`config.mk`:
```
export PLATFORM = sky130hd
export DESIGN_NAME = ram_word_sender_flat
export DESIGN_NICKNAME = d
export VERILOG_FILES = /design/src/rtl/ram_word_sender_pkg.sv /design/src/rtl/ram_word_sender_if.sv /design/src/rtl/ram_word_sender_tx_byte_handshake.sv /design/src/rtl/ram_word_sender.sv /design/src/flat_wrapper.sv
export SDC_FILE = /design/constraint.sdc
export NUM_CORES = 1
export LEC_CHECK = 0
export ABC_AREA = 1
export CORE_MARGIN = 4
export CORE_UTILIZATION = 50
export CTS_CLUSTER_SIZE = 14
export DETAILED_ROUTE_END_ITERATION = 6
export PLACE_DENSITY = 0.75
export SYNTH_ARGS = -nofsm -noshare
export SYNTH_HDL_FRONTEND = slang
export SYNTH_SLANG_ARGS = --single-unit
```
`constraint.sdc`:
```
create_clock -name clk -period 2.3 [get_ports clk]
set_input_delay 0.23 -clock clk [delete_from_list [all_inputs] [get_ports clk]]
set_output_delay 0.23 -clock clk [all_outputs]
set_load 0.03 [all_outputs]
```
`src/rtl/ram_word_sender_pkg.sv`:
```
// Shared types and widths for the RAM word sender (24-bit words sent as three UART bytes).
// Build option: RAM_WORD_SENDER_CHECKSUM_EN adds the CSUM state for a trailing XOR byte.
package ram_word_sender_pkg;

   localparam int unsigned BYTES_PER_WORD = 3;
   localparam int unsigned BYTE_W         = 8;
   localparam int unsigned WORD_W         = BYTES_PER_WORD * BYTE_W;
   localparam int unsigned IDX_W          = 2;

`ifdef RAM_WORD_SENDER_CHECKSUM_EN
   typedef enum logic [3:0] {
      IDLE, RD_REQ, RD_WAIT, LOAD, SEND, WAIT_HI, WAIT_LO, NEXT, CSUM, FINISH
   } state_t;
`else
   typedef enum logic [3:0] {
      IDLE, RD_REQ, RD_WAIT, LOAD, SEND, WAIT_HI, WAIT_LO, NEXT, FINISH
   } state_t;
`endif

endpackage

```
`src/rtl/ram_word_sender_if.sv`:
```
// RAM read port and UART tx port bundle; master is the sender, slave is the RAM/UART side.
interface ram_word_sender_if #(
   parameter int unsigned ADDR_W = 10
);
   import ram_word_sender_pkg::*;

   logic              ram_rd_en;
   logic [ADDR_W-1:0] ram_addr;
   logic [WORD_W-1:0] ram_rdata;
   logic              tx_busy;
   logic              tx_start;
   logic [BYTE_W-1:0] tx_data;

   modport master (
      output ram_rd_en, ram_addr, tx_start, tx_data,
      input  ram_rdata, tx_busy
   );

   modport slave (
      input  ram_rd_en, ram_addr, tx_start, tx_data,
      output ram_rdata, tx_busy
   );

endinterface

```
`src/rtl/ram_word_sender_tx_byte_handshake.sv`:
```
// Hands a single byte to the UART: wait idle, pulse tx_start, wait busy high then low.
module tx_byte_handshake
   import ram_word_sender_pkg::*;
(
   input  logic              clk,
   input  logic              reset,
   input  logic              go,
   input  logic [BYTE_W-1:0] data,
   input  logic              tx_busy,
   output logic              tx_start,
   output logic [BYTE_W-1:0] tx_data,
   output logic              byte_done
);

   state_t            state;
   logic [BYTE_W-1:0] hold;

   always_ff @(posedge clk or negedge reset) begin
      if (!reset) begin
         state     <= IDLE;
         hold      <= '0;
         tx_start  <= 1'b0;
         tx_data   <= '0;
         byte_done <= 1'b0;
      end else begin
         tx_start  <= 1'b0;
         byte_done <= 1'b0;
         case (state)
            IDLE: begin
               if (go) begin
                  hold  <= data;
                  state <= SEND;
               end
            end
            SEND: begin
               if (!tx_busy) begin
                  tx_start <= 1'b1;
                  tx_data  <= hold;
                  state    <= WAIT_HI;
               end
            end
            // busy rising means the UART has latched tx_data
            WAIT_HI: begin
               if (tx_busy) state <= WAIT_LO;
            end
            WAIT_LO: begin
               if (!tx_busy) begin
                  byte_done <= 1'b1;
                  state     <= IDLE;
               end
            end
            default: state <= IDLE;
         endcase
      end
   end

endmodule

```
`src/rtl/ram_word_sender.sv`:
```
// Reads word_count 24-bit RAM words from base_addr and sends each LSB-first as three UART bytes.
// Build option: RAM_WORD_SENDER_CHECKSUM_EN appends an XOR checksum byte after the last word.
module ram_word_sender
   import ram_word_sender_pkg::*;
#(
   parameter int unsigned ADDR_W  = 10,
   parameter int unsigned RAM_LAT = 1
) (
   input  logic              clk,
   input  logic              reset,
   input  logic              start,
   input  logic [ADDR_W-1:0] base_addr,
   input  logic [ADDR_W-1:0] word_count,
   ram_word_sender_if.master bus,
   output logic              busy,
   output logic              done
);

   localparam logic [1:0]       LAT_LAST = 2'(RAM_LAT > 1 ? RAM_LAT - 2 : 0);
   localparam logic [IDX_W-1:0] LAST_IDX = IDX_W'(BYTES_PER_WORD - 1);

   state_t            state;
   logic [ADDR_W-1:0] addr;
   logic [ADDR_W-1:0] words_left;
   logic [ADDR_W-1:0] ram_addr_q;
   logic              ram_rd_en_q;
   logic [WORD_W-1:0] shift_reg;
   logic [IDX_W-1:0]  byte_idx;
   logic [1:0]        lat_cnt;
   logic              go;
   logic              byte_done;
   logic [BYTE_W-1:0] hs_data;
   logic [ADDR_W-1:0] addr_inc;
   logic [ADDR_W-1:0] words_dec;

   assign addr_inc      = addr + ADDR_W'(1);
   assign words_dec     = words_left - ADDR_W'(1);
   assign bus.ram_rd_en = ram_rd_en_q;
   assign bus.ram_addr  = ram_addr_q;

`ifdef RAM_WORD_SENDER_CHECKSUM_EN
   logic [BYTE_W-1:0] csum;
   assign hs_data = (state == CSUM) ? csum : shift_reg[BYTE_W-1:0];
`else
   assign hs_data = shift_reg[BYTE_W-1:0];
`endif

   tx_byte_handshake u_hs (
      .clk       (clk),
      .reset     (reset),
      .go        (go),
      .data      (hs_data),
      .tx_busy   (bus.tx_busy),
      .tx_start  (bus.tx_start),
      .tx_data   (bus.tx_data),
      .byte_done (byte_done)
   );

   always_ff @(posedge clk or negedge reset) begin
      if (!reset) begin
         state       <= IDLE;
         addr        <= '0;
         words_left  <= '0;
         ram_addr_q  <= '0;
         ram_rd_en_q <= 1'b0;
         shift_reg   <= '0;
         byte_idx    <= '0;
         lat_cnt     <= '0;
         go          <= 1'b0;
         busy        <= 1'b0;
         done        <= 1'b0;
`ifdef RAM_WORD_SENDER_CHECKSUM_EN
         csum        <= '0;
`endif
      end else begin
         ram_rd_en_q <= 1'b0;
         go          <= 1'b0;
         done        <= 1'b0;
         case (state)
            IDLE: begin
               if (start) begin
                  busy <= 1'b1;
`ifdef RAM_WORD_SENDER_CHECKSUM_EN
                  csum <= '0;
`endif
                  if (word_count != '0) begin
                     addr        <= base_addr;
                     words_left  <= word_count;
                     ram_addr_q  <= base_addr;
                     ram_rd_en_q <= 1'b1;
                     state       <= RD_REQ;
                  end else begin
                     state <= FINISH;
                  end
               end
            end
            RD_REQ: begin
               lat_cnt <= '0;
               state   <= (RAM_LAT > 1) ? RD_WAIT : LOAD;
            end
            RD_WAIT: begin
               if (lat_cnt == LAT_LAST) state <= LOAD;
               else                     lat_cnt <= lat_cnt + 2'd1;
            end
            LOAD: begin
               shift_reg <= bus.ram_rdata;
               byte_idx  <= '0;
               go        <= 1'b1;
               state     <= SEND;
            end
            // Byte handshake runs in the sub-module; advance on each completed byte
            SEND: begin
               if (byte_done) begin
                  shift_reg <= shift_reg >> BYTE_W;
`ifdef RAM_WORD_SENDER_CHECKSUM_EN
                  csum      <= csum ^ shift_reg[BYTE_W-1:0];
`endif
                  if (byte_idx != LAST_IDX) begin
                     byte_idx <= byte_idx + IDX_W'(1);
                     go       <= 1'b1;
                  end else begin
                     state <= NEXT;
                  end
               end
            end
            NEXT: begin
               addr       <= addr_inc;
               words_left <= words_dec;
               if (words_dec != '0) begin
                  ram_addr_q  <= addr_inc;
                  ram_rd_en_q <= 1'b1;
                  state       <= RD_REQ;
               end else begin
`ifdef RAM_WORD_SENDER_CHECKSUM_EN
                  go    <= 1'b1;
                  state <= CSUM;
`else
                  state <= FINISH;
`endif
               end
            end
`ifdef RAM_WORD_SENDER_CHECKSUM_EN
            CSUM: begin
               if (byte_done) state <= FINISH;
            end
`endif
            FINISH: begin
               done  <= 1'b1;
               busy  <= 1'b0;
               state <= IDLE;
            end
            default: state <= IDLE;
         endcase
      end
   end

endmodule

```
`src/flat_wrapper.sv`:
```
// flat-port wrapper written by rule: the top's interface ports become plain ports
module ram_word_sender_flat import ram_word_sender_pkg::*;
#(
   parameter int unsigned ADDR_W  = 10,
   parameter int unsigned RAM_LAT = 1
)
  (clk, reset, start, base_addr, word_count, busy, done, bus_ram_rd_en, bus_ram_addr, bus_tx_start, bus_tx_data, bus_ram_rdata, bus_tx_busy);
  ram_word_sender_if #(.ADDR_W(ADDR_W)) bus_i ();
  input  logic clk;
  input  logic reset;
  input  logic start;
  input  logic [ADDR_W-1:0] base_addr;
  input  logic [ADDR_W-1:0] word_count;
  output logic busy;
  output logic done;
  output wire logic [$bits(bus_i.ram_rd_en)-1:0] bus_ram_rd_en;
  output wire logic [$bits(bus_i.ram_addr)-1:0] bus_ram_addr;
  output wire logic [$bits(bus_i.tx_start)-1:0] bus_tx_start;
  output wire logic [$bits(bus_i.tx_data)-1:0] bus_tx_data;
  input wire logic [$bits(bus_i.ram_rdata)-1:0] bus_ram_rdata;
  input wire logic [$bits(bus_i.tx_busy)-1:0] bus_tx_busy;
  assign bus_ram_rd_en = bus_i.ram_rd_en;
  assign bus_ram_addr = bus_i.ram_addr;
  assign bus_tx_start = bus_i.tx_start;
  assign bus_tx_data = bus_i.tx_data;
  assign bus_i.ram_rdata = bus_ram_rdata;
  assign bus_i.tx_busy = bus_tx_busy;
  ram_word_sender #(.ADDR_W(ADDR_W), .RAM_LAT(RAM_LAT)) u_core (.clk(clk), .reset(reset), .start(start), .base_addr(base_addr), .word_count(word_count), .bus(bus_i), .busy(busy), .done(done));
endmodule
```
==> Word-level counts from Yosys, hierarchy flattened <==
Index checks and enable logic that the tools add are counted.
{ "op_classes": {"add_sub_neg": 4, "eq_ne": 22, "n_mux": 40, "bitwise": 1, "reduce_logical": 19} }
{ "op_table": {"columns": ["op", "n"], "rows": [
  ["one-hot mux 10 bit (2 select lines)", 3],
  ["two-way mux 10 bit", 5],
  ["one-hot mux 24 bit (2 select lines)", 1],
  ["two-way mux 4 bit", 10],
  ["two-way mux 24 bit", 1],
  ["one-hot mux 4 bit (6 select lines)", 1],
  ["== test 4 x 3 -> 1 bit, second input constant", 5],
  ["nonzero test 10 bit", 2],
  ["!= test 2 bit, second input constant", 8],
  ["one-hot mux 4 bit (4 select lines)", 1],
  ["AND reduction 4 bit", 3],
  ["adder 10 x 1 -> 10 bit, second input constant", 1],
  ["two-way mux 1 bit", 10],
  ["!= test 2 x 1 -> 1 bit, second input constant", 5],
  ["AND reduction 2 bit", 5],
  ["subtractor 10 x 1 -> 10 bit, second input constant", 1],
  ["== test 4 x 2 -> 1 bit, second input constant", 2],
  ["logical NOT 4 bit", 2],
  ["one-hot mux 2 bit (2 select lines)", 2],
  ["nonzero test 2 bit", 4],
  ["two-way mux 2 bit", 3],
  ["one-hot mux 1 bit (2 select lines)", 3],
  ["AND reduction 3 bit", 2],
  ["adder 2 x 1 -> 2 bit, second input constant", 2],
  ["other kinds (4)", 4]
]} }
{ "word_totals": {"register_bits": 88, "word_cells": 102} }

==> Logic depth before layout (Yosys ltp) <==
Gate-level depths: netlist of the first run.
{ "logic_depth": {"ltp_word": 4, "depth_mapped": 14, "depth_no_buf": 13} }

==> Hierarchy <==
A second synthesis of the first run with hierarchy kept.
{ "hier_totals": {"hier_cells": 533, "area_unflattened_um2": 4364.2} }
{ "modules_own_cells": {"columns": ["module", "instances", "cells_each", "area_per_inst_um2", "seq_area_each_um2"], "rows": [
  ["ram_word_sender", 1, 443, 3464.6, 1651.6],
  ["tx_byte_handshake", 1, 90, 899.6, 525.5]
]} }

==> Worst setup path before layout of the first run <==
Ideal clock, no wire load.
{ "synth_timing": {"kind": "reg-to-reg", "from": "register u_core.words_left[0]", "to": "register u_core.ram_addr_q[2], in the netlist u_core.bus.ram_addr[2]", "t_arrival_ns": 1.539, "t_required_ns": 2.184, "path_slack_ns": 0.644, "stages_incl_launch_ff": 13, "n_path_buf": 1, "synth_period_minus_slack_ns": 1.656, "cell_sequence": "dfrtp_1 -> inv_1 -> ha_1 -> nand2_2 -> nor2_2 -> nor2_2 -> nor2_4 -> nand2_2 -> nor2_2 -> nand3_2 -> buf_6 -> nand3_2 -> nand2_2"} }
{ "synth_via": {"elab_chain_cells": 4} }
{ "synth_rtl": {"columns": ["element", "line_no", "rtl"], "rows": [
  ["start, declared", "ram_word_sender.sv:24", "logic [ADDR_W-1:0] words_left;"],
  ["start signal, assigned", "ram_word_sender.sv:88", "words_left <= word_count;"],
  ["start signal, assigned", "ram_word_sender.sv:128", "words_left <= words_dec;"],
  ["subtractor 10 x 1 -> 10 bit", "ram_word_sender.sv:37", "assign words_dec = words_left - ADDR_W'(1);"],
  ["nonzero test 10 bit", "ram_word_sender.sv:129", "if (words_dec != '0) begin"],
  ["!= test 2 x 1 -> 1 bit (no line)", null, null],
  ["AND reduction 4 bit (no line)", null, null],
  ["end signal, assigned", "ram_word_sender.sv:89", "ram_addr_q <= base_addr;"],
  ["end signal, assigned", "ram_word_sender.sv:130", "ram_addr_q <= addr_inc;"],
  ["end, declared", "ram_word_sender.sv:25", "logic [ADDR_W-1:0] ram_addr_q;"]
]} }
Every way passes these cells.
A chain may end at the register's enable or synchronous reset.

==> Final worst setup path of the first run <==
{ "layout_timing": {"from": "register u_core.words_left[0]", "to": "register u_core.ram_addr_q[0], in the netlist u_core.bus.ram_addr[0]"} }
Same word-level chain as after synthesis.

==> flow_summary.yaml, run 1 <==
clock_network:
  cts_sinks: 87
  htreeDepth: 3
  clockBufferDepth: 2
  root_buffer: "clkbuf_8"
  cts_tree: "built"
  clock_latency_ns: 0.36
  clkTransAtPathRegs_ns: 0.10
  numCtsBuffers: 9
  cts_setup_buffers: 0
finish:
  fin_area_mm2: 0.00546
  fill_cells: 752
  largest_register_ffs: 24
  drive_gt1_frac: 0.129
  instances_no_fill: 715
  antennaDiodeCount: 0
  final_common_cell: "nand2_1"
  layout_common_cells: "nand2_1, dfrtp_1, clkdlybuf4s50_1"
  layout.nets: 655
  syn2layout_area_growth_pct: 21.7
placed_design:
  placed_cells: 698
  postPlaceCellArea_mm2: 0.00523
  dpl.hpwl_um: 6890
  io_buffer_count: 69
  pre_cts_ws_ns: 0.254
  gp_congestion: 0.850
critical_path:
  crit_path_max_fanout: 11
  cp-start-kind: "register"
  r2r-start: "u_core.words_left[0]"
  ff2ff_setup_slack_ns: 0.22
  reg2reg_depth: 11
  critPathCaptureType: "register"
  r2r_end: "u_core.bus.ram_addr[0]"
  crit_type: "register to register"
  arrival_ns: 2.32
  worstPathRequired_ns: 2.54
logic_synthesis:
  yosysUniqueCellTypes: 37
  syn-cell-area_mm2: 0.00449
  synth_ff_type: "dfrtp_1"
  ys_seq_area_frac: 0.485
  synthesis.nets: 587
  async_flop_share: 1.00
  syn_inst: 534
  yosys_warnings: 0
  synth_seq_cells: 87
  avgSynthCellArea_um2: 8.40
  synth_edf_count: 0
timing:
  finalSetupViolations: 0
  rsz0062_at_grt: "false"
  finalCriticalPeriod_ns: 2.08
  fin_worst_skew_ns: 0.0144
  setup_slack_ns: 0.222
  tightest_slew_ns: 0.639
  finalHoldViolCount: 0
  finalMaxSlewViolations: 0
  fin_crit_sh: 0.904
  fmax_ghz: 0.481
  finalSetupTns_ns: 0
  slew_headroom: 0.572
  fin_hold_ws_ns: 0.386
job:
  max_cap_violations: 0
floorplanning:
  start_util: 0.515
  die-area_mm2: 0.0106
  io_pins: 70
  fp.dieW_um: 103
  core_area_mm2: 0.00872
  fp.dieH_um: 103
  row_count: 34
detailed_routing:
  dr.max_layer_used: "met4"
  route.met2.wl_um: 4600
  vias: 3662
  viasPerCell: 5.12
  routedWlPerCell_um: 13.3
  drc_errors: 0
  drtIter0Drc: 178
  drt_pass1_iterations: 4
  route.met3.wl_um: 407
  wirelength_met1_um: 4360
  postRouteAntennaNets: 0
  drt-total-wl_um: 9540
global_routing:
  grt_max_degree: 47
  grt_use_total: 0.196
  grt_pass1_vias: 3596
  grt_pass1_wl_um: 16400
  antenna_found_initial: 0
  overflow: 0
worst_hold_path:
  hp-class: "input pin to async pin"
pwr:
  irDropWorstVdd_v: 0.000506
  power.density_mw_per_mm2: 1240
  p_leak_nw: 2.55
run_status:
  status: "completed"
## synthesized netlist by cell type, types with 2 or more instances
cell type | count | share of area
nand3_2 | 19 | 0.042
nor2_1 | 27 | 0.023
o21a_1 | 2 | 0.0033
buf_6 | 4 | 0.010
nand2_2 | 12 | 0.017
ha_1 | 5 | 0.014
nand3b_1 | 3 | 0.0050
clkbuf_1 | 4 | 0.0033
o21ai_1 | 11 | 0.012
o22ai_1 | 4 | 0.0056
nand3_1 | 28 | 0.031
nand2_4 | 2 | 0.0050
nand2_1 | 136 | 0.11
nor3_1 | 5 | 0.0056
inv_2 | 5 | 0.0042
buf_2 | 5 | 0.0056
xor2_1 | 4 | 0.0078
buf_4 | 4 | 0.0067
o211ai_1 | 18 | 0.030
dfrtp_1 | 87 | 0.49
nor3_2 | 3 | 0.0067
o21ai_0 | 61 | 0.068
nor2_4 | 3 | 0.0075
nor2_2 | 8 | 0.011
inv_1 | 60 | 0.050
nand4_1 | 3 | 0.0042
## timing repair
action | in CTS | in global routing
hold endpoints to repair | 41 | 0
hold buffers | 1 | 0
gates resized for setup | 0 | 0
## critical path: stages, from the launching register on
cell and delay, ns:
dfrtp_1 0.41, inv_1 0.14, ha_1 0.27, inv_1 0.06, nand2_1 0.08, nand2_1 0.07, nor2_1 0.09, nand3_1 0.10
nor3_2 0.20, nand3_2 0.34, nand3_1 0.17, nand2_1 0.06
## where the power goes
part / switching [mW] / internal, mW
registers: 0.399 / 2.19
logic: 1.88 / 1.09
clock network: 0.577 / 0.627
## layout make-up
| type | count | area (um^2) | area share |
|---|---|---|---|
| Inverter | 66 | 249 | 0.0456 |
| Tap cell | 108 | 135 | 0.0247 |
| Multi-Input combinational cell | 362 | 1920 | 0.351 |
| Clock inverter | 7 | 103 | 0.0188 |
| Sequential cell | 87 | 2180 | 0.399 |
| Clock buffer | 9 | 124 | 0.0227 |
| Timing Repair Buffer | 76 | 756 | 0.138 |
## per-layer routing
layer  vias up  global-route usage
met1      1703               0.266
li1       1879                   -
met5         -                   0
met3        14              0.0298
met4         0              0.0707
met2        66               0.320
## worst max path at each step
stage / end / startpoint / depth (start not counted)
5_1_grt: u_core.bus.ram_addr[0] / u_core.words_left[0] / 11
3_5_place_dp: u_core.bus.ram_addr[0] / u_core.words_left[0] / 11
4_1_cts: u_core.bus.ram_addr[0] / u_core.words_left[0] / 11
6_report: u_core.bus.ram_addr[0] / u_core.words_left[0] / 11
3_3_place_gp: u_core.bus.ram_addr[0] / u_core.words_left[0] / 11
2_1_floorplan: u_core.bus.ram_addr[2] / u_core.words_left[0] / 12
## metrics by stage
step                      total power [mW]  utilization
after floorplan                       4.77            -
after global placement                5.46        0.599
after detailed placement              5.58        0.599
after CTS                             6.82        0.626
after global routing                  7.34        0.626
final                                 6.77        0.626
## cell families (layout without fill, tap and decap cells)
family / count (synthesis) / count (layout) / share of synthesized area
AOI/OAI and AO/OA: 101 / 101 / 0.129
DFF: 87 / 87 / 0.485
and+or+nand+nor: 251 / 251 / 0.275
adders and majority gates: 5 / 5 / 0.0139
buffers and inverters: 85 / 158 / 0.0875
xor gates and xnor gates: 5 / 5 / 0.00976
(Power assumes the default switching activity.)
==> run 2: changes to the inputs <==
Settings changed: CORE_UTILIZATION 50 to 40, PLACE_DENSITY 0.75 to unset.
==> flow_summary.yaml, run 2 (same netlist as run 1, synthesis figures left out) <==
pwr:
  power.density_mw_per_mm2: 1230
  power_frac_seq: 0.380
  p_leak_nw: 2.56
  report.power.total_mw: 6.81
  sw_frac_of_total: 0.419
  clockPowerShare: 0.176
  power_frac_comb: 0.444
  p_int_mw: 3.96
  irDropWorstVdd_v: 0.000409
  p_sw_mw: 2.85
timing:
  fin_crit_sh: 0.874
  finalSetupViolations: 0
  finalCriticalPeriod_ns: 2.01
  setup_slack_ns: 0.290
  rsz0062_at_grt: "false"
  finalSetupTns_ns: 0
  tightest_slew_ns: 0.601
  finalHoldViolCount: 0
  slew_headroom: 0.599
  fmax_ghz: 0.497
  finalMaxSlewViolations: 0
  fin_worst_skew_ns: 0.00699
finish:
  drive_gt1_frac: 0.128
  final_common_cell: "nand2_1"
  syn2layout_area_growth_pct: 22.9
  layout.nets: 656
  final_util: 0.507
  largest_register_ffs: 24
  layout_common_cells: "nand2_1, dfrtp_1, clkdlybuf4s50_1"
  antennaDiodeCount: 0
clock_network:
  clockBufferDepth: 2
  htreeDepth: 3
  cts_setup_buffers: 0
  clock_latency_ns: 0.36
  cts_tree: "built"
  clkTransAtPathRegs_ns: 0.09
  cts_sinks: 87
  ctsResizeCount: 0
  numCtsBuffers: 9
  root_buffer: "clkbuf_8"
critical_path:
  r2r_end: "u_core.bus.ram_addr[8]"
  crit_type: "register to register"
  reg2reg_depth: 11
  ff2ff_setup_slack_ns: 0.29
  cp-start-kind: "register"
  r2r-start: "u_core.words_left[0]"
  arrival_ns: 2.26
  worstPathRequired_ns: 2.55
  crit_path_max_fanout: 11
  critPathCaptureType: "register"
global_routing:
  grt_use_total: 0.169
  grt_pass1_vias: 3700
  overflow: 0
  antenna_found_initial: 0
  grt_max_degree: 47
  grt_pass1_wl_um: 17600
floorplanning:
  core_area_mm2: 0.0109
  start_util: 0.412
  fp.dieH_um: 114
  fp.dieW_um: 114
  row_count: 38
  io_pins: 70
  die-area_mm2: 0.0130
detailed_routing:
  drt_pass1_iterations: 4
  drtIter0Drc: 213
  viasPerCell: 4.93
  drt-total-wl_um: 10200
  drc_errors: 0
  postRouteAntennaNets: 0
  routedWlPerCell_um: 13.6
  vias: 3690
worst_hold_path:
  hp-class: "input pin to async pin"
run_status:
  status: "completed"
placed_design:
  dpl.hpwl_um: 7240
  pre_cts_ws_ns: 0.262
  gp_congestion: 0.825
  io_buffer_count: 69
job:
  max_cap_violations: 0
## run 2: cell types whose count changed in the layout (fill, tap and decap cells not counted)
cell / change
clkbuf_1: +1
buf_12: +1
inv_8: -1
clkinvlp_4: +1
inv_6: -2
clkbuf_8: +1
## run 2: power by group through the flow
stage | Sequential [mW] | Clock [mW] | Combinational, mW
floorplan | 2.81 | 0 | 1.95
global placement | 2.60 | 0 | 2.99
detailed placement | 2.62 | 0 | 3.03
CTS | 2.59 | 1.23 | 3.06
global route | 2.67 | 1.30 | 3.45
finish | 2.59 | 1.20 | 3.02
## run 2: what timing repair did
| action | 4_1_cts | 5_1_grt |
|---|---|---|
| setup endpoints to repair | 0 | 0 |
| endpoints found under the hold margin | 43 | 0 |
| hold buffers | 1 | 0 |
## run 2: metrics by stage
stage,hold WS (ns),area [um^2],std cells
after floorplan,-0.0656,4490,534
after global placement,0.282,5290,731
after detailed placement,0.284,5290,731
after CTS,0.432,5520,748
after global routing,0.456,5520,748
final,0.406,5520,748
## run 2: area by class of cell
type	count	area, um^2
fillers	1052	5370
clock inverters	5	81.3
inverters	66	249
repair buffers	77	776
well taps	140	175
flip-flops and latches	87	2180
multi-input cells	362	1920
clock buffers	11	141
## run 2: per-layer routing
layer	GRT usage	up-vias	share of wire
met5	0	-	0
li1	-	1870	-
met2	0.252	70	0.44
met4	0.0744	0	0.022
met3	0.0318	14	0.044
met1	0.240	1736	0.50
## run 2: critical path, stage by stage (launching register included)
cell     delay [ns]
dfrtp_1        0.40
inv_1          0.13
ha_1           0.24
inv_1          0.05
nand2_1        0.07
nand2_1        0.07
nor2_1         0.08
nand3_1        0.11
nor3_2         0.18
nand3_2        0.33
nand3_2        0.17
nand2_1        0.06
## run 2: how the worst max path moves through the flow
stage,startpoint,slack [ns],end,cells past startpoint
2_1_floorplan,u_core.words_left[0],0.64,u_core.bus.ram_addr[2],12
3_3_place_gp,u_core.words_left[0],0.31,u_core.bus.ram_addr[0],11
3_5_place_dp,word_count[5],0.26,u_core.words_left[8],9
4_1_cts,u_core.words_left[0],0.26,u_core.bus.ram_addr[8],11
5_1_grt,u_core.words_left[0],0.02,u_core.bus.ram_addr[0],11
6_report,u_core.words_left[0],0.29,u_core.bus.ram_addr[8],11
==> run 3: changes to the inputs <==
Settings changed: REMOVE_ABC_BUFFERS set to 1.
==> flow_summary.yaml, run 3 (same netlist as run 1, synthesis figures left out) <==
run_status:
  status: "completed"
clock_network:
  clockBufferDepth: 2
  numCtsBuffers: 9
  clock_latency_ns: 0.36
  htreeDepth: 3
  cts_tree: "built"
  cts_setup_buffers: 0
  clkTransAtPathRegs_ns: 0.09
  root_buffer: "clkbuf_8"
  cts_sinks: 87
global_routing:
  grt_use_met3: 0.0276
  grt_pass1_vias: 3487
  gr-usage-met2: 0.246
  grt_pass1_wl_um: 16700
  overflow: 0
  grt_use_total: 0.159
  grtUsageMet1: 0.224
  antenna_found_initial: 0
  grt_max_degree: 63
  top_usage_layer: "met2"
detailed_routing:
  drc_errors: 0
  drt_pass1_iterations: 4
  vias: 3592
  postRouteAntennaNets: 0
  viasPerCell: 4.82
  drtIter0Drc: 161
  drt-total-wl_um: 9820
  routedWlPerCell_um: 13.2
critical_path:
  reg2reg_depth: 11
  cp-start-kind: "register"
  cpMostUsedCell: "nand2_1"
  arrival_ns: 2.29
  crit_slowest_cell: "dfrtp_1"
  worstPathCellList: "inv_1 -> ha_1 -> inv_1 -> nand2_1 -> nand2_1 -> nor2_1 -> nand3_1 -> nor3_2 -> nand3_4 -> nand3_1 -> nand2_1"
  critPathCaptureType: "register"
  crit_type: "register to register"
  ff2ff_setup_slack_ns: 0.25
  worstPathRequired_ns: 2.55
  cpPeakStageDelay_ns: 0.41
  crit_path_max_fanout: 11
pwr:
  p_sw_mw: 2.84
  p_leak_nw: 2.53
  power_frac_seq: 0.387
  power_frac_comb: 0.443
  p_int_mw: 3.82
  power.density_mw_per_mm2: 1220
  clockPowerShare: 0.171
  irDropWorstVdd_v: 0.000690
  sw_frac_of_total: 0.426
finish:
  fin_area_mm2: 0.00548
  layout.nets: 653
  syn2layout_area_growth_pct: 22.1
  drive_gt1_frac: 0.126
  antennaDiodeCount: 0
  instances_no_fill: 745
  final_common_cell: "nand2_1"
  largest_register_ffs: 24
  layout_common_cells: "nand2_1, dfrtp_1, clkdlybuf4s50_1"
worst_hold_path:
  hp-class: "input pin to register"
  holdPathStages: 3
placed_design:
  io_buffer_count: 69
  gp_congestion: 0.852
  dpl.hpwl_um: 6960
  placed_cells: 728
  postPlaceCellArea_mm2: 0.00525
timing:
  slew_headroom: 0.450
  finalHoldViolCount: 0
  finalSetupTns_ns: 0
  finalCriticalPeriod_ns: 2.05
  finalSetupViolations: 0
  tightest_slew_ns: 0.825
  rsz0062_at_grt: "false"
  finalMaxSlewViolations: 0
  fmax_ghz: 0.489
  fin_crit_sh: 0.889
  fin_worst_skew_ns: 0.0116
floorplanning:
  fp.dieW_um: 114
  fp.dieH_um: 114
  die-area_mm2: 0.0130
  row_count: 38
  io_pins: 70
  core_area_mm2: 0.0109
  start_util: 0.412
job:
  max_cap_violations: 0
run 3: metal layers:
metal	up-vias	wire length, um
met1	1660	4750
li1	1867	-
met3	12	278
met4	0	136
met2	53	4660
met5	-	0
run 3: repair_timing:
| item | 4_1_cts | 5_1_grt |
|---|---|---|
| setup endpoints to repair | 0 | 10 |
| gates resized for setup | 0 | 1 |
| hold buffers | 1 | 0 |
| hold endpoints to repair | 35 | 0 |
run 3: metrics by stage:
stage	hold WS, ns	utilization	power [mW]	worst slack, ns
after floorplan	-0.0656	-	4.63	0.530
after global placement	0.389	0.482	5.50	0.190
after detailed placement	0.388	0.482	5.57	0.129
after CTS	0.432	0.503	6.73	0.161
after global routing	0.452	0.503	7.26	0.0364
final	0.450	0.503	6.66	0.254
run 3: power groups by stage:
stage | Clock (mW) | Sequential (mW) | Combinational (mW)
final | 1.14 | 2.58 | 2.95
after CTS | 1.17 | 2.58 | 2.98
after global placement | 0 | 2.59 | 2.91
after detailed placement | 0 | 2.60 | 2.97
after floorplan | 0 | 2.81 | 1.82
after global routing | 1.24 | 2.66 | 3.36
run 3: final timing paths:
kind                                              from                      to
worst min register to register  u_core.u_hs.tx_data[6]  u_core.u_hs.tx_data[6]
min in group asynchronous                        reset  u_core.bus.ram_addr[7]
worst max-delay path              u_core.words_left[0]  u_core.bus.ram_addr[0]
worst max register to register    u_core.words_left[0]  u_core.bus.ram_addr[0]
worst min-delay path                 bus_ram_rdata[17]    u_core.shift_reg[17]
max in group asynchronous                        reset  u_core.u_hs.tx_data[0]
run 3: layout make-up:
| cell class | count | area (um^2) |
|---|---|---|
| fill | 1047 | 5410 |
| inverter | 66 | 249 |
| clock buffer | 10 | 138 |
| multi-input combinational | 362 | 1930 |
| clock inverter | 6 | 73.8 |
| sequential | 87 | 2180 |
| tap | 140 | 175 |
| timing repair buffer | 74 | 741 |
run 3: critical path: cells and delay by family (launching register included):
| kind | cells | cell delay, ns |
|---|---|---|
| flops | 1 | 0.41 |
| buf+inv | 2 | 0.19 |
| fa+ha+maj | 1 | 0.25 |
| simple gates | 8 | 1.09 |
